<file path="src/rtl/pocket_video_pkg.sv">
// Shared timing defaults, pixel type and colour-bar table for the Pocket video timing generator.
// The colour-bar helper is only referenced when VIDGEN_TESTPATTERN_EN is defined.
package pocket_video_pkg;

  localparam int H_ACTIVE_DEF     = 400;
  localparam int H_TOTAL_DEF      = 560;
  localparam int H_HS_START_DEF   = 450;
  localparam int V_ACTIVE_DEF     = 360;
  localparam int V_TOTAL_DEF      = 420;
  localparam int V_VS_LINE_DEF    = 380;
  localparam int READ_LATENCY_DEF = 2;

  localparam int BAR_WIDTH = 50;

  typedef logic [23:0] rgb888_t;

  localparam rgb888_t BAR_COLOURS [8] = '{
    24'hFFFFFF, 24'hFFFF00, 24'h00FFFF, 24'h00FF00,
    24'hFF00FF, 24'hFF0000, 24'h0000FF, 24'h000000
  };

  // Columns beyond the eighth bar stay black.
  function automatic rgb888_t bar_colour(input logic [8:0] x);
    logic [8:0] idx;
    idx = x / 9'(BAR_WIDTH);
    if (idx > 9'd7) idx = 9'd7;
    return BAR_COLOURS[idx[2:0]];
  endfunction

endpackage

</file>
<file path="src/rtl/pocket_video_timing_gen_if.sv">
// Pixel-fetch and scaler video bus of the timing generator (master = generator side).
// tp_sel exists only when VIDGEN_TESTPATTERN_EN is defined.
interface pocket_video_timing_gen_if;
  import pocket_video_pkg::*;

  logic       en;
  logic       px_req;
  logic [8:0] px_x;
  logic [8:0] px_y;
  rgb888_t    px_data;
  logic       vid_de;
  logic       vid_hs;
  logic       vid_vs;
  rgb888_t    vid_rgb;
  logic       frame_start;
  logic       busy;
`ifdef VIDGEN_TESTPATTERN_EN
  logic       tp_sel;

  modport master (
    input  en, px_data, tp_sel,
    output px_req, px_x, px_y, vid_de, vid_hs, vid_vs, vid_rgb, frame_start, busy
  );
  modport slave (
    output en, px_data, tp_sel,
    input  px_req, px_x, px_y, vid_de, vid_hs, vid_vs, vid_rgb, frame_start, busy
  );
`else
  modport master (
    input  en, px_data,
    output px_req, px_x, px_y, vid_de, vid_hs, vid_vs, vid_rgb, frame_start, busy
  );
  modport slave (
    output en, px_data,
    input  px_req, px_x, px_y, vid_de, vid_hs, vid_vs, vid_rgb, frame_start, busy
  );
`endif

endinterface

</file>
<file path="src/rtl/pocket_video_timing_gen_delay.sv">
// Fixed-depth shift register used to align sync/DE (and test-pattern column) with returned pixel data.
// It always shifts so in-flight values drain out after the generator stops.
module pocket_video_delay #(
  parameter int DEPTH = 3,
  parameter int WIDTH = 3
) (
  input  logic             clk_vid,
  input  logic             reset_n,
  input  logic [WIDTH-1:0] din,
  output logic [WIDTH-1:0] dout
);

  logic [WIDTH-1:0] stages [DEPTH];

  always_ff @(posedge clk_vid or negedge reset_n) begin
    if (!reset_n) begin
      for (int i = 0; i < DEPTH; i++) stages[i] <= '0;
    end else begin
      stages[0] <= din;
      for (int i = 1; i < DEPTH; i++) stages[i] <= stages[i-1];
    end
  end

  assign dout = stages[DEPTH-1];

endmodule

</file>
<file path="src/rtl/pocket_video_timing_gen.sv">
// Raster counters, pixel-fetch requests and DE/HS/VS/RGB output for the Pocket scaler.
// Define VIDGEN_TESTPATTERN_EN to add tp_sel and the 8-bar colour test pattern.
//
// state    | meaning
// IDLE     | counters held at 0, no requests or syncs
// RUN      | raster counting, en high
// DRAIN    | en dropped; finish the current frame, then IDLE
module pocket_video_timing_gen
  import pocket_video_pkg::*;
#(
  parameter int H_ACTIVE     = pocket_video_pkg::H_ACTIVE_DEF,
  parameter int H_TOTAL      = pocket_video_pkg::H_TOTAL_DEF,
  parameter int H_HS_START   = pocket_video_pkg::H_HS_START_DEF,
  parameter int V_ACTIVE     = pocket_video_pkg::V_ACTIVE_DEF,
  parameter int V_TOTAL      = pocket_video_pkg::V_TOTAL_DEF,
  parameter int V_VS_LINE    = pocket_video_pkg::V_VS_LINE_DEF,
  parameter int READ_LATENCY = pocket_video_pkg::READ_LATENCY_DEF
) (
  input logic                        clk_vid,
  input logic                        reset_n,
  pocket_video_timing_gen_if.master  vid
);

  localparam logic [1:0] ST_IDLE  = 2'd0;
  localparam logic [1:0] ST_RUN   = 2'd1;
  localparam logic [1:0] ST_DRAIN = 2'd2;

  logic [1:0] state;
  logic [9:0] h;
  logic [9:0] v;
  logic       h_last;
  logic       v_last;
  logic       counting;
  logic       active;
  logic       hs_raw;
  logic       vs_raw;

  assign h_last   = (h == 10'(H_TOTAL - 1));
  assign v_last   = (v == 10'(V_TOTAL - 1));
  assign counting = (state != ST_IDLE);
  assign active   = counting && (h < 10'(H_ACTIVE)) && (v < 10'(V_ACTIVE));
  assign hs_raw   = counting && (h == 10'(H_HS_START));
  assign vs_raw   = hs_raw && (v == 10'(V_VS_LINE));

  always_ff @(posedge clk_vid or negedge reset_n) begin
    if (!reset_n) begin
      state <= ST_IDLE;
      h     <= '0;
      v     <= '0;
    end else begin
      case (state)
        ST_IDLE: begin
          h <= '0;
          v <= '0;
          if (vid.en) state <= ST_RUN;
        end
        ST_RUN, ST_DRAIN: begin
          h <= h_last ? 10'd0 : h + 10'd1;
          if (h_last) v <= v_last ? 10'd0 : v + 10'd1;
          // Only a DRAIN that reaches the last pixel ends; frames are never cut short.
          if (vid.en)                                  state <= ST_RUN;
          else if (state == ST_DRAIN && h_last && v_last) state <= ST_IDLE;
          else                                         state <= ST_DRAIN;
        end
        default: begin
          state <= ST_IDLE;
          h     <= '0;
          v     <= '0;
        end
      endcase
    end
  end

  logic       px_req_q;
  logic [8:0] px_x_q;
  logic [8:0] px_y_q;
  logic       frame_start_q;

  always_ff @(posedge clk_vid or negedge reset_n) begin
    if (!reset_n) begin
      px_req_q      <= 1'b0;
      px_x_q        <= '0;
      px_y_q        <= '0;
      frame_start_q <= 1'b0;
    end else begin
      px_req_q      <= active;
      frame_start_q <= counting && (h == 10'd0) && (v == 10'd0);
      if (active) begin
        px_x_q <= h[8:0];
        px_y_q <= v[8:0];
      end
    end
  end

  // Stage 0 -> de_d takes READ_LATENCY+1 cycles so de_d lines up with px_data.
  logic [2:0] sync_d;

  pocket_video_delay #(.DEPTH(READ_LATENCY + 1), .WIDTH(3)) u_sync_delay (
    .clk_vid (clk_vid),
    .reset_n (reset_n),
    .din     ({active, hs_raw, vs_raw}),
    .dout    (sync_d)
  );

  rgb888_t pixel;

`ifdef VIDGEN_TESTPATTERN_EN
  logic [8:0] x_d;

  pocket_video_delay #(.DEPTH(READ_LATENCY), .WIDTH(9)) u_x_delay (
    .clk_vid (clk_vid),
    .reset_n (reset_n),
    .din     (px_x_q),
    .dout    (x_d)
  );

  assign pixel = vid.tp_sel ? bar_colour(x_d) : vid.px_data;
`else
  assign pixel = vid.px_data;
`endif

  logic    vid_de_q;
  logic    vid_hs_q;
  logic    vid_vs_q;
  rgb888_t vid_rgb_q;

  always_ff @(posedge clk_vid or negedge reset_n) begin
    if (!reset_n) begin
      vid_de_q  <= 1'b0;
      vid_hs_q  <= 1'b0;
      vid_vs_q  <= 1'b0;
      vid_rgb_q <= '0;
    end else begin
      vid_de_q  <= sync_d[2];
      vid_hs_q  <= sync_d[1];
      vid_vs_q  <= sync_d[0];
      vid_rgb_q <= sync_d[2] ? pixel : 24'h000000;
    end
  end

  assign vid.px_req      = px_req_q;
  assign vid.px_x        = px_x_q;
  assign vid.px_y        = px_y_q;
  assign vid.frame_start = frame_start_q;
  assign vid.busy        = counting;
  assign vid.vid_de      = vid_de_q;
  assign vid.vid_hs      = vid_hs_q;
  assign vid.vid_vs      = vid_vs_q;
  assign vid.vid_rgb     = vid_rgb_q;

endmodule

</file>
<file path="src/flat_wrapper.sv">
// flat-port wrapper written by rule: the top's interface ports become plain ports
module pocket_video_timing_gen_flat import pocket_video_pkg::*;
#(
  parameter int H_ACTIVE     = pocket_video_pkg::H_ACTIVE_DEF,
  parameter int H_TOTAL      = pocket_video_pkg::H_TOTAL_DEF,
  parameter int H_HS_START   = pocket_video_pkg::H_HS_START_DEF,
  parameter int V_ACTIVE     = pocket_video_pkg::V_ACTIVE_DEF,
  parameter int V_TOTAL      = pocket_video_pkg::V_TOTAL_DEF,
  parameter int V_VS_LINE    = pocket_video_pkg::V_VS_LINE_DEF,
  parameter int READ_LATENCY = pocket_video_pkg::READ_LATENCY_DEF
)
  (clk_vid, reset_n, vid_en, vid_px_data, vid_px_req, vid_px_x, vid_px_y, vid_vid_de, vid_vid_hs, vid_vid_vs, vid_vid_rgb, vid_frame_start, vid_busy);
  pocket_video_timing_gen_if vid_i ();
  input logic clk_vid;
  input logic reset_n;
  input wire logic [$bits(vid_i.en)-1:0] vid_en;
  input wire logic [$bits(vid_i.px_data)-1:0] vid_px_data;
  output wire logic [$bits(vid_i.px_req)-1:0] vid_px_req;
  output wire logic [$bits(vid_i.px_x)-1:0] vid_px_x;
  output wire logic [$bits(vid_i.px_y)-1:0] vid_px_y;
  output wire logic [$bits(vid_i.vid_de)-1:0] vid_vid_de;
  output wire logic [$bits(vid_i.vid_hs)-1:0] vid_vid_hs;
  output wire logic [$bits(vid_i.vid_vs)-1:0] vid_vid_vs;
  output wire logic [$bits(vid_i.vid_rgb)-1:0] vid_vid_rgb;
  output wire logic [$bits(vid_i.frame_start)-1:0] vid_frame_start;
  output wire logic [$bits(vid_i.busy)-1:0] vid_busy;
  assign vid_i.en = vid_en;
  assign vid_i.px_data = vid_px_data;
  assign vid_px_req = vid_i.px_req;
  assign vid_px_x = vid_i.px_x;
  assign vid_px_y = vid_i.px_y;
  assign vid_vid_de = vid_i.vid_de;
  assign vid_vid_hs = vid_i.vid_hs;
  assign vid_vid_vs = vid_i.vid_vs;
  assign vid_vid_rgb = vid_i.vid_rgb;
  assign vid_frame_start = vid_i.frame_start;
  assign vid_busy = vid_i.busy;
  pocket_video_timing_gen #(.H_ACTIVE(H_ACTIVE), .H_TOTAL(H_TOTAL), .H_HS_START(H_HS_START), .V_ACTIVE(V_ACTIVE), .V_TOTAL(V_TOTAL), .V_VS_LINE(V_VS_LINE), .READ_LATENCY(READ_LATENCY)) u_core (.clk_vid(clk_vid), .reset_n(reset_n), .vid(vid_i));
endmodule
</file>
<file path="config.mk">
export PLATFORM = sky130hd
export DESIGN_NAME = pocket_video_timing_gen_flat
export DESIGN_NICKNAME = d
export VERILOG_FILES = /design/src/rtl/pocket_video_pkg.sv /design/src/rtl/pocket_video_timing_gen_if.sv /design/src/rtl/pocket_video_timing_gen_delay.sv /design/src/rtl/pocket_video_timing_gen.sv /design/src/flat_wrapper.sv
export SDC_FILE = /design/constraint.sdc
export NUM_CORES = 1
export LEC_CHECK = 0
export BUFFER_PORTS_ARGS = -buffer_cell sky130_fd_sc_hd__buf_2
export CORE_MARGIN = 2
export CORE_UTILIZATION = 57
export CTS_CLUSTER_SIZE = 16
export DETAILED_ROUTE_END_ITERATION = 8
export GPL_TIMING_DRIVEN = 0
export PLACE_DENSITY = 0.91
export SYNTH_ARGS = -nofsm -noshare
export SYNTH_HDL_FRONTEND = slang
export SYNTH_SLANG_ARGS = --single-unit
</file>
<file path="constraint.sdc">
create_clock -name clk_vid -period 5.1 [get_ports clk_vid]
set_input_delay 0.765 -clock clk_vid [delete_from_list [all_inputs] [get_ports clk_vid]]
set_output_delay 0.765 -clock clk_vid [all_outputs]
set_load 0.02 [all_outputs]
</file>
==> results of run 1 <==
routing by layer:
layer / wire, um / up-vias
li1: - / 1047
met1: 2731 / 1036
met2: 2707 / 81
met3: 341 / 9
met4: 93 / 0
met5: 0 / -
sequential cells by signal (all words and copies together), names as in the netlist, 2 cells and up:
name                        cells
u_core.h                       10
u_core.state                    2
u_core.u_sync_delay.dout        3
u_core.u_sync_delay.stages      5
u_core.v                       10
u_core.vid.px_x                 9
u_core.vid.px_y                 9
u_core.vid.vid_rgb             24
area by class of cell:
class	count	area, um2	area share
multi-input cells	155	1082	0.2881
plain buffers	11	51.30	0.01366
clock inverters	5	35.03	0.009327
clock buffers	11	151.4	0.04031
flip-flops and latches	77	1927	0.5130
inverters	13	48.80	0.01299
well taps	70	87.58	0.02332
repair buffers	74	372.9	0.09927
path summary, 6_finish.rpt:
path / from / to / cells after the start
min: u_core.u_sync_delay.stages[7]$_DFF_PN0_ / u_core.u_sync_delay.stages[4]$_DFF_PN0_ / 0
max in group asynchronous: reset_n / u_core.v[9]$_DFFE_PN0P_ / 1
min reg2reg: u_core.u_sync_delay.stages[7]$_DFF_PN0_ / u_core.u_sync_delay.stages[4]$_DFF_PN0_ / 0
max: u_core.v[5]$_DFFE_PN0P_ / u_core.vid.px_y[6]$_DFFE_PN0P_ / 6
max reg2reg: u_core.v[5]$_DFFE_PN0P_ / u_core.vid.px_y[6]$_DFFE_PN0P_ / 6
min in group asynchronous: reset_n / u_core.vid.px_y[5]$_DFFE_PN0P_ / 1
cells in the mapped netlist:
master                      instances
sky130_fd_sc_hd__or4_1              3
sky130_fd_sc_hd__buf_6              1
sky130_fd_sc_hd__nor4bb_1           1
sky130_fd_sc_hd__a21oi_1            6
sky130_fd_sc_hd__dfrtp_1           77
sky130_fd_sc_hd__nor2_1            11
sky130_fd_sc_hd__nand4b_1           1
sky130_fd_sc_hd__clkbuf_1           8
sky130_fd_sc_hd__a2bb2oi_1          1
sky130_fd_sc_hd__o211a_1            1
sky130_fd_sc_hd__ha_1               8
sky130_fd_sc_hd__a31oi_1            1
sky130_fd_sc_hd__nor4b_1            1
sky130_fd_sc_hd__xor2_1             4
sky130_fd_sc_hd__a32o_1             1
sky130_fd_sc_hd__and4_1             2
sky130_fd_sc_hd__o32ai_1            1
sky130_fd_sc_hd__nand3b_1           2
sky130_fd_sc_hd__and3_1             4
sky130_fd_sc_hd__nand2_1           20
sky130_fd_sc_hd__o22ai_1            2
sky130_fd_sc_hd__and2_1            24
sky130_fd_sc_hd__a41oi_1            1
sky130_fd_sc_hd__nand4_1            5
sky130_fd_sc_hd__or3_1              4
sky130_fd_sc_hd__mux2i_1            3
sky130_fd_sc_hd__o21ba_2            1
sky130_fd_sc_hd__o211ai_2           1
sky130_fd_sc_hd__o21ai_0            3
sky130_fd_sc_hd__nand3_1           10
sky130_fd_sc_hd__and4b_1            1
sky130_fd_sc_hd__xnor2_1            4
sky130_fd_sc_hd__buf_2              2
sky130_fd_sc_hd__nor4_1             3
sky130_fd_sc_hd__a211oi_2           1
sky130_fd_sc_hd__nor3_1             6
sky130_fd_sc_hd__nand2b_1           1
sky130_fd_sc_hd__mux2_2            17
sky130_fd_sc_hd__inv_1             12
sky130_fd_sc_hd__clkinv_1           1
power breakdown:
part	switching, W	leakage, nW	internal [W]
registers	0.0000519	1.03	0.000715
clock network	0.000212	0.0953	0.000203
logic	0.000351	0.818	0.000199
critical path: stages (launching register included):
cell	delay, ns
sky130_fd_sc_hd__dfrtp_1	0.33
sky130_fd_sc_hd__clkbuf_1	0.33
sky130_fd_sc_hd__o211a_1	0.22
sky130_fd_sc_hd__o21ai_0	0.13
sky130_fd_sc_hd__o211ai_2	0.28
sky130_fd_sc_hd__buf_2	0.36
sky130_fd_sc_hd__mux2_2	0.36
logic make-up after synthesis:
logic type	share of synthesized area
adder cells (fa/ha/maj)	0.03219
AO/OA/AOI/OAI	0.04668
buffers and inverters	0.03219
flip-flops	0.6197
XOR/XNOR	0.02253
AND/OR/NAND/NOR	0.1755
multiplexers	0.07123
through the flow:
step                hold WS, ns  setup WS (ns)  utilization  area (um2)
floorplan                0.3312          3.156            -        3109
global placement         0.3314          2.855       0.6896        3567
detailed placement       0.3347          2.988       0.6901        3570
CTS                      0.3514          2.977       0.7262        3756
global route             0.3478          2.811       0.7262        3756
finish                   0.3526          2.983       0.7262        3756
==> insert_results.sql, run 1 <==
INSERT INTO impl_metrics (metric_group, metric, value, unit) VALUES
('outcome', 'run_status', 'completed', ''),
('yosys', 'number_of_flip_flops_and_latches_in_the_synthesized_netlist', '77', ''),
('yosys', 'syn_area', '3109', 'um2'),
('detailed_routing', 'vias', '2173', ''),
('global_route', 'busiest_layer', 'met2', ''),
('critical_path', 'crit_path_end_kind', 'flop', ''),
('critical_path', 'critPathRequiredTime', '5.32', 'ns'),
('finish', 'num-fill-cells', '360', ''),
('timing', 'rsz0062_at_grt', 'no', ''),
('detailed_routing', 'post_drt_via_cell_ratio', '5.224', ''),
('finish', 'final_layout_size_suffix_gt1_frac', '0.3266', ''),
('finish', 'final_instance_count_without_filler_cells', '416', ''),
('critical_path', 'timing.reg2reg.setup_slack', '2.98', 'ns'),
('critical_path', 'critical_path_peak_fanout', '10', ''),
('die', 'io-pin-count', '75', ''),
('clock_tree', 'cts_buffers', '9', ''),
('timing', 'fmaxAchievable', '472.3', 'MHz'),
('die', 'row_count', '26', ''),
('pwr', 'power.density_cell_area', '460.9', 'nW/um2'),
('placed_design', 'portbufs', '74', ''),
('placed_design', 'dp_hpwl', '4.113', 'mm'),
('worst_hold_path', 'worstHoldPathType', 'flop to flop', ''),
('finish', 'num-nets-final', '376', ''),
('clock_tree', 'cts.reportedPaths.clkPinSlew', '0.08', 'ns'),
('yosys', 'yosys.area.top_type_share', '0.6197', ''),
('critical_path', 'timing.critical_path.from_type', 'flop', ''),
('critical_path', 'critPathArrivalTime', '2.34', 'ns'),
('yosys', 'synth_nets', '291', ''),
('finish', 'flow.area_growth_from_synthesis', '20.80', '%'),
('finish', 'antenna_cells', '0', ''),
('global_route', 'grt_overflow', '0', ''),
('clock_tree', 'clk_path_buf_depth', '2', ''),
('global_route', 'grt_max_degree', '78', ''),
('die', 'floorplan.initialDensity', '0.6011', ''),
('global_route', 'globalRouteMet3Util', '0.05349', ''),
('timing', 'finalHoldViolations', '0', ''),
('global_route', 'grt_pass1_vias', '2074', ''),
('die', 'fp.dieW', '77.86', 'um'),
('clock_tree', 'cts_setup_buffers', '0', ''),
('placed_design', 'gp_routability_congestion', '0.9142', ''),
('clock_tree', 'cts_tree', 'yes', ''),
('detailed_routing', 'drcViolationCount', '0', ''),
('flow_run', 'maxCapViolations', '0', ''),
('timing', 'skew', '0.008494', 'ns'),
('detailed_routing', 'drt-initial-drc-count', '119', ''),
('clock_tree', 'cts_htree_levels', '3', ''),
('yosys', 'instance_count_of_the_mapped_netlist', '256', ''),
('timing', 'worst_pin_slew', '0.9029', 'ns'),
('clock_tree', 'postCtsHoldBufs', '0', ''),
('placed_design', 'placed_cells_incl_taps', '400', ''),
('yosys', 'yosysTopAreaCell', 'sky130_fd_sc_hd__dfrtp_1', ''),
('global_route', 'globalRouteMet1Util', '0.3009', ''),
('detailed_routing', 'routed_wl', '5.872', 'mm'),
('global_route', 'antenna_violations_before_repair', '0', ''),
('detailed_routing', 'route.detailed.wl_per_inst', '14.12', 'um'),
('die', 'die_y', '77.86', 'um'),
('global_route', 'grtUsageTotal', '0.2146', ''),
('yosys', 'yosysSeqAreaShare', '0.6197', ''),
('critical_path', 'worstSetupPathType', 'flop to flop', ''),
('clock_tree', 'worstSkewPairLatency', '0.34', 'ns'),
('clock_tree', 'numClockSinks', '77', ''),
('detailed_routing', 'drt_pre_antenna_iters', '4', ''),
('global_route', 'grt_util_met2', '0.3310', ''),
('pwr', 'peakVddDrop', '274.5', 'uV'),
('timing', 'finalSetupTns', '0', 'ns'),
('detailed_routing', 'drtAntennaViolNets', '0', ''),
('pwr', 'fin_total_pwr', '0.001731', 'W'),
('die', 'core_outline_area', '5172', 'um2'),
('timing', 'finalCriticalPeriod', '2.117', 'ns'),
('timing', 'finalSetupViolCount', '0', ''),
('timing', 'slew_headroom', '0.3981', '');
Power figures use the tool's default switching activity.
==> run 2: changes to the inputs <==
--- a/config.mk
+++ b/config.mk
@@ -7,11 +7,11 @@
 export LEC_CHECK = 0
 export BUFFER_PORTS_ARGS = -buffer_cell sky130_fd_sc_hd__buf_2
 export CORE_MARGIN = 2
-export CORE_UTILIZATION = 57
+export CORE_UTILIZATION = 53
 export CTS_CLUSTER_SIZE = 16
 export DETAILED_ROUTE_END_ITERATION = 8
 export GPL_TIMING_DRIVEN = 0
-export PLACE_DENSITY = 0.91
+export PLACE_DENSITY = 0.86
 export SYNTH_ARGS = -nofsm -noshare
 export SYNTH_HDL_FRONTEND = slang
 export SYNTH_SLANG_ARGS = --single-unit
==> constraint.sdc (replaced) <==
create_clock -name clk_vid -period 2.2 [get_ports clk_vid]
set_input_delay 0.33 -clock clk_vid [delete_from_list [all_inputs] [get_ports clk_vid]]
set_output_delay 0.33 -clock clk_vid [all_outputs]
set_load 0.02 [all_outputs]
==> run 2 against run 1 <==
Clock-buffer cell count shrank 1. Routed wire length up 3.9%. Flip-flop and latch count unchanged. Non-clock buffer count stayed put. Hold slack lost 0.23 ns. Fmax fell by 0.11%. Clock power grew to 2.9 times the previous value. Setup slack worse by 2.9 ns. First-iteration DRC count is 10% higher. Critical path depth is 1 lower. Critical path type unchanged. Largest cell class unchanged.
==> insert_results.sql, run 2 (synthesis gave the netlist of run 1 again) <==
INSERT INTO impl_metrics (metric_group, metric, value, unit) VALUES
('outcome', 'run_status', 'completed', ''),
('die', 'die_area', '6495', 'um2'),
('finish', 'largest_register_ffs', '24', ''),
('critical_path', 'worstRegToRegCells', '5', ''),
('critical_path', 'critical_path.slowest_cell', 'sky130_fd_sc_hd__or4_4', ''),
('detailed_routing', 'post_drt_via_cell_ratio', '5.294', ''),
('detailed_routing', 'wl_met2', '3.010', 'mm'),
('detailed_routing', 'drt_pre_antenna_iters', '4', ''),
('placed_design', 'portbufs', '74', ''),
('clock_tree', 'postCtsHoldBufs', '0', ''),
('pwr', 'power.density_cell_area', '1117', 'nW/um2'),
('timing', 'finalHoldViolations', '0', ''),
('global_route', 'antenna_violations_before_repair', '0', ''),
('timing', 'finalSetupTns', '0', 'ns'),
('finish', 'flow.area_growth_from_synthesis', '22.94', '%'),
('pwr', 'cell_internal_pwr', '0.002805', 'W'),
('critical_path', 'critical-path-top-delay-family', 'simple AND/OR/NAND/NOR gates', ''),
('clock_tree', 'cts_buffers', '9', ''),
('placed_design', 'gp_routability_congestion', '0.8893', ''),
('pwr', 'power.net_switching', '0.001465', 'W'),
('clock_tree', 'cts.reportedPaths.clkPinSlew', '0.08', 'ns'),
('clock_tree', 'cts_htree_levels', '3', ''),
('critical_path', 'crit-reg2reg-capture', 'u_core.state[1]$_DFFE_PN0P_', ''),
('critical_path', 'worstSetupPathType', 'flop to flop', ''),
('critical_path', 'critical_path_peak_fanout', '10', ''),
('critical_path', 'critPathArrivalTime', '2.34', 'ns'),
('detailed_routing', 'highest_layer', 'met4', ''),
('pwr', 'share_clk_of_total_power', '0.281', ''),
('die', 'die_y', '80.59', 'um'),
('critical_path', 'timing.critical_path.from_type', 'flop', ''),
('global_route', 'grt_overflow', '0', ''),
('finish', 'final_common_cell', 'sky130_fd_sc_hd__dfrtp_1', ''),
('clock_tree', 'worstSkewPairLatency', '0.35', 'ns'),
('global_route', 'global_route_wire_length_before_repair', '10.34', 'mm'),
('pwr', 'power.sequential.fraction', '0.415', ''),
('die', 'row_count', '27', ''),
('critical_path', 'timing.reg2reg.setup_slack', '0.08', 'ns'),
('pwr', 'fin_total_pwr', '0.004270', 'W'),
('detailed_routing', 'drt-initial-drc-count', '131', ''),
('critical_path', 'crit_path_end_kind', 'flop', ''),
('die', 'core_outline_area', '5574', 'um2'),
('timing', 'skew', '0.01084', 'ns'),
('clock_tree', 'clk_path_buf_depth', '2', ''),
('die', 'fp.dieW', '80.59', 'um'),
('flow_run', 'maxCapViolations', '0', ''),
('timing', 'worst_pin_slew', '0.9216', 'ns'),
('detailed_routing', 'drcViolationCount', '0', ''),
('clock_tree', 'clockRootBuffer', 'sky130_fd_sc_hd__clkbuf_8', ''),
('pwr', 'leakage', '1.974', 'nW'),
('global_route', 'grt_max_degree', '78', ''),
('placed_design', 'dp_hpwl', '4.233', 'mm'),
('worst_hold_path', 'worstHoldPathType', 'input pin to asynchronous set/reset pin', ''),
('detailed_routing', 'route.detailed.wl_per_inst', '14.59', 'um'),
('timing', 'finalSetupViolCount', '0', ''),
('critical_path', 'timing.critical_path.mode_cell', 'sky130_fd_sc_hd__or4_4', ''),
('finish', 'num-nets-final', '376', ''),
('timing', 'period_share', '0.9635', ''),
('finish', 'share_of_the_core_filled_with_cells_in_the_final_layout', '0.6857', ''),
('detailed_routing', 'm1WireLength', '2.652', 'mm'),
('pwr', 'peakVddDrop', '800.0', 'uV'),
('timing', 'rsz0062_at_grt', 'no', ''),
('global_route', 'grt_pass1_vias', '2204', ''),
('detailed_routing', 'vias', '2213', ''),
('critical_path', 'timing.critical_path.cells', 'or4_4, or4_4, buf_6, nor3_1, o32ai_1', ''),
('critical_path', 'cpPeakStageDelay', '0.56', 'ns'),
('global_route', 'grtUsageTotal', '0.2136', ''),
('detailed_routing', 'routed_wl', '6.099', 'mm'),
('die', 'io-pin-count', '75', ''),
('finish', 'mostFrequentLayoutCells', 'sky130_fd_sc_hd__dfrtp_1 (76), sky130_fd_sc_hd__buf_2 (75), sky130_fd_sc_hd__and2_1 (24)', ''),
('critical_path', 'crit-reg2reg-launch', 'u_core.v[3]$_DFFE_PN0P_', ''),
('critical_path', 'critPathRequiredTime', '2.42', 'ns'),
('finish', 'antenna_cells', '0', ''),
('clock_tree', 'cts_tree', 'yes', ''),
('critical_path', 'number_of_buffer_and_inverter_stages_on_the_critical_path', '1', ''),
('detailed_routing', 'drtAntennaViolNets', '0', ''),
('clock_tree', 'numClockSinks', '77', ''),
('pwr', 'switching_share', '0.3431', ''),
('timing', 'finalCriticalPeriod', '2.120', 'ns'),
('finish', 'final_layout_size_suffix_gt1_frac', '0.3382', ''),
('timing', 'timing_max_transition_violations_final', '0', ''),
('pwr', 'combinationalPowerShare', '0.304', ''),
('detailed_routing', 'wl_met3', '326', 'um'),
('timing', 'slew_headroom', '0.3856', ''),
('die', 'floorplan.initialDensity', '0.5578', ''),
('timing', 'fmaxAchievable', '471.8', 'MHz');
run 2: changes by cell type in the layout (fill, tap and decap cells not counted), moves of 2 or more:
cell                        previous run  this run
sky130_fd_sc_hd__clkinv_2              2         0
sky130_fd_sc_hd__inv_6                 0         2
sky130_fd_sc_hd__or4_4                 0         2
sky130_fd_sc_hd__bufinv_16             0         2
sky130_fd_sc_hd__or4_1                 3         1
run 2: worst max path at each step:
stage,startpoint,endpoint,cells after the start
floorplan,u_core.v[3]$_DFFE_PN0P_,u_core.v[8]$_DFFE_PN0P_,5
global placement,u_core.h[4]$_DFF_PN0_,u_core.vid.px_y[3]$_DFFE_PN0P_,6
detailed placement,u_core.h[4]$_DFF_PN0_,u_core.vid.px_y[8]$_DFFE_PN0P_,6
CTS,u_core.h[4]$_DFF_PN0_,u_core.vid.px_y[8]$_DFFE_PN0P_,6
global route,u_core.state[1]$_DFFE_PN0P_,u_core.vid.px_y[5]$_DFFE_PN0P_,6
finish,u_core.v[3]$_DFFE_PN0P_,u_core.state[1]$_DFFE_PN0P_,5
run 2: area by class of cell:
| class | instances | area [um2] |
|---|---|---|
| Sequential cell | 77 | 1928 |
| Fill cell | 428 | 1752 |
| Multi-Input combinational cell | 155 | 1099 |
| Timing Repair Buffer | 74 | 372.9 |
| Clock buffer | 10 | 137.6 |
| Clock inverter | 6 | 93.84 |
| Tap cell | 72 | 90.09 |
| Buffer | 11 | 52.55 |
| Inverter | 13 | 48.80 |
run 2: power by group through the flow:
stage          Combinational (W)  Clock [W]  Sequential, W
6_report                 0.00130    0.00120        0.00177
5_1_grt                  0.00144    0.00129        0.00180
4_1_cts                  0.00131    0.00123        0.00178
3_5_place_dp             0.00131          0        0.00180
3_3_place_gp             0.00127          0        0.00179
2_1_floorplan           0.000619          0        0.00203
run 2: metal layers:
layer  vias up  global-route usage
li1       1051                   -
met1      1089              0.2677
met2        61              0.3508
met3        12             0.06629
met4         0             0.07458
met5         -                   0
run 2: repair_timing:
action,in CTS,in global routing
resized for setup,0,7
buffers inserted,0,0
endpoints found under the setup margin,0,13
run 2: per-stage QoR:
stage | setup WS, ns | std cells | area (um2) | hold slack, ns
floorplan | 0.2564 | 256 | 3109 | 0.03441
global placement | 0.09271 | 402 | 3570 | 0.3326
detailed placement | 0.05264 | 402 | 3572 | 0.3347
CTS | 0.03834 | 418 | 3804 | 0.1532
global route | 0.01332 | 418 | 3822 | 0.1678
finish | 0.08028 | 418 | 3822 | 0.1215
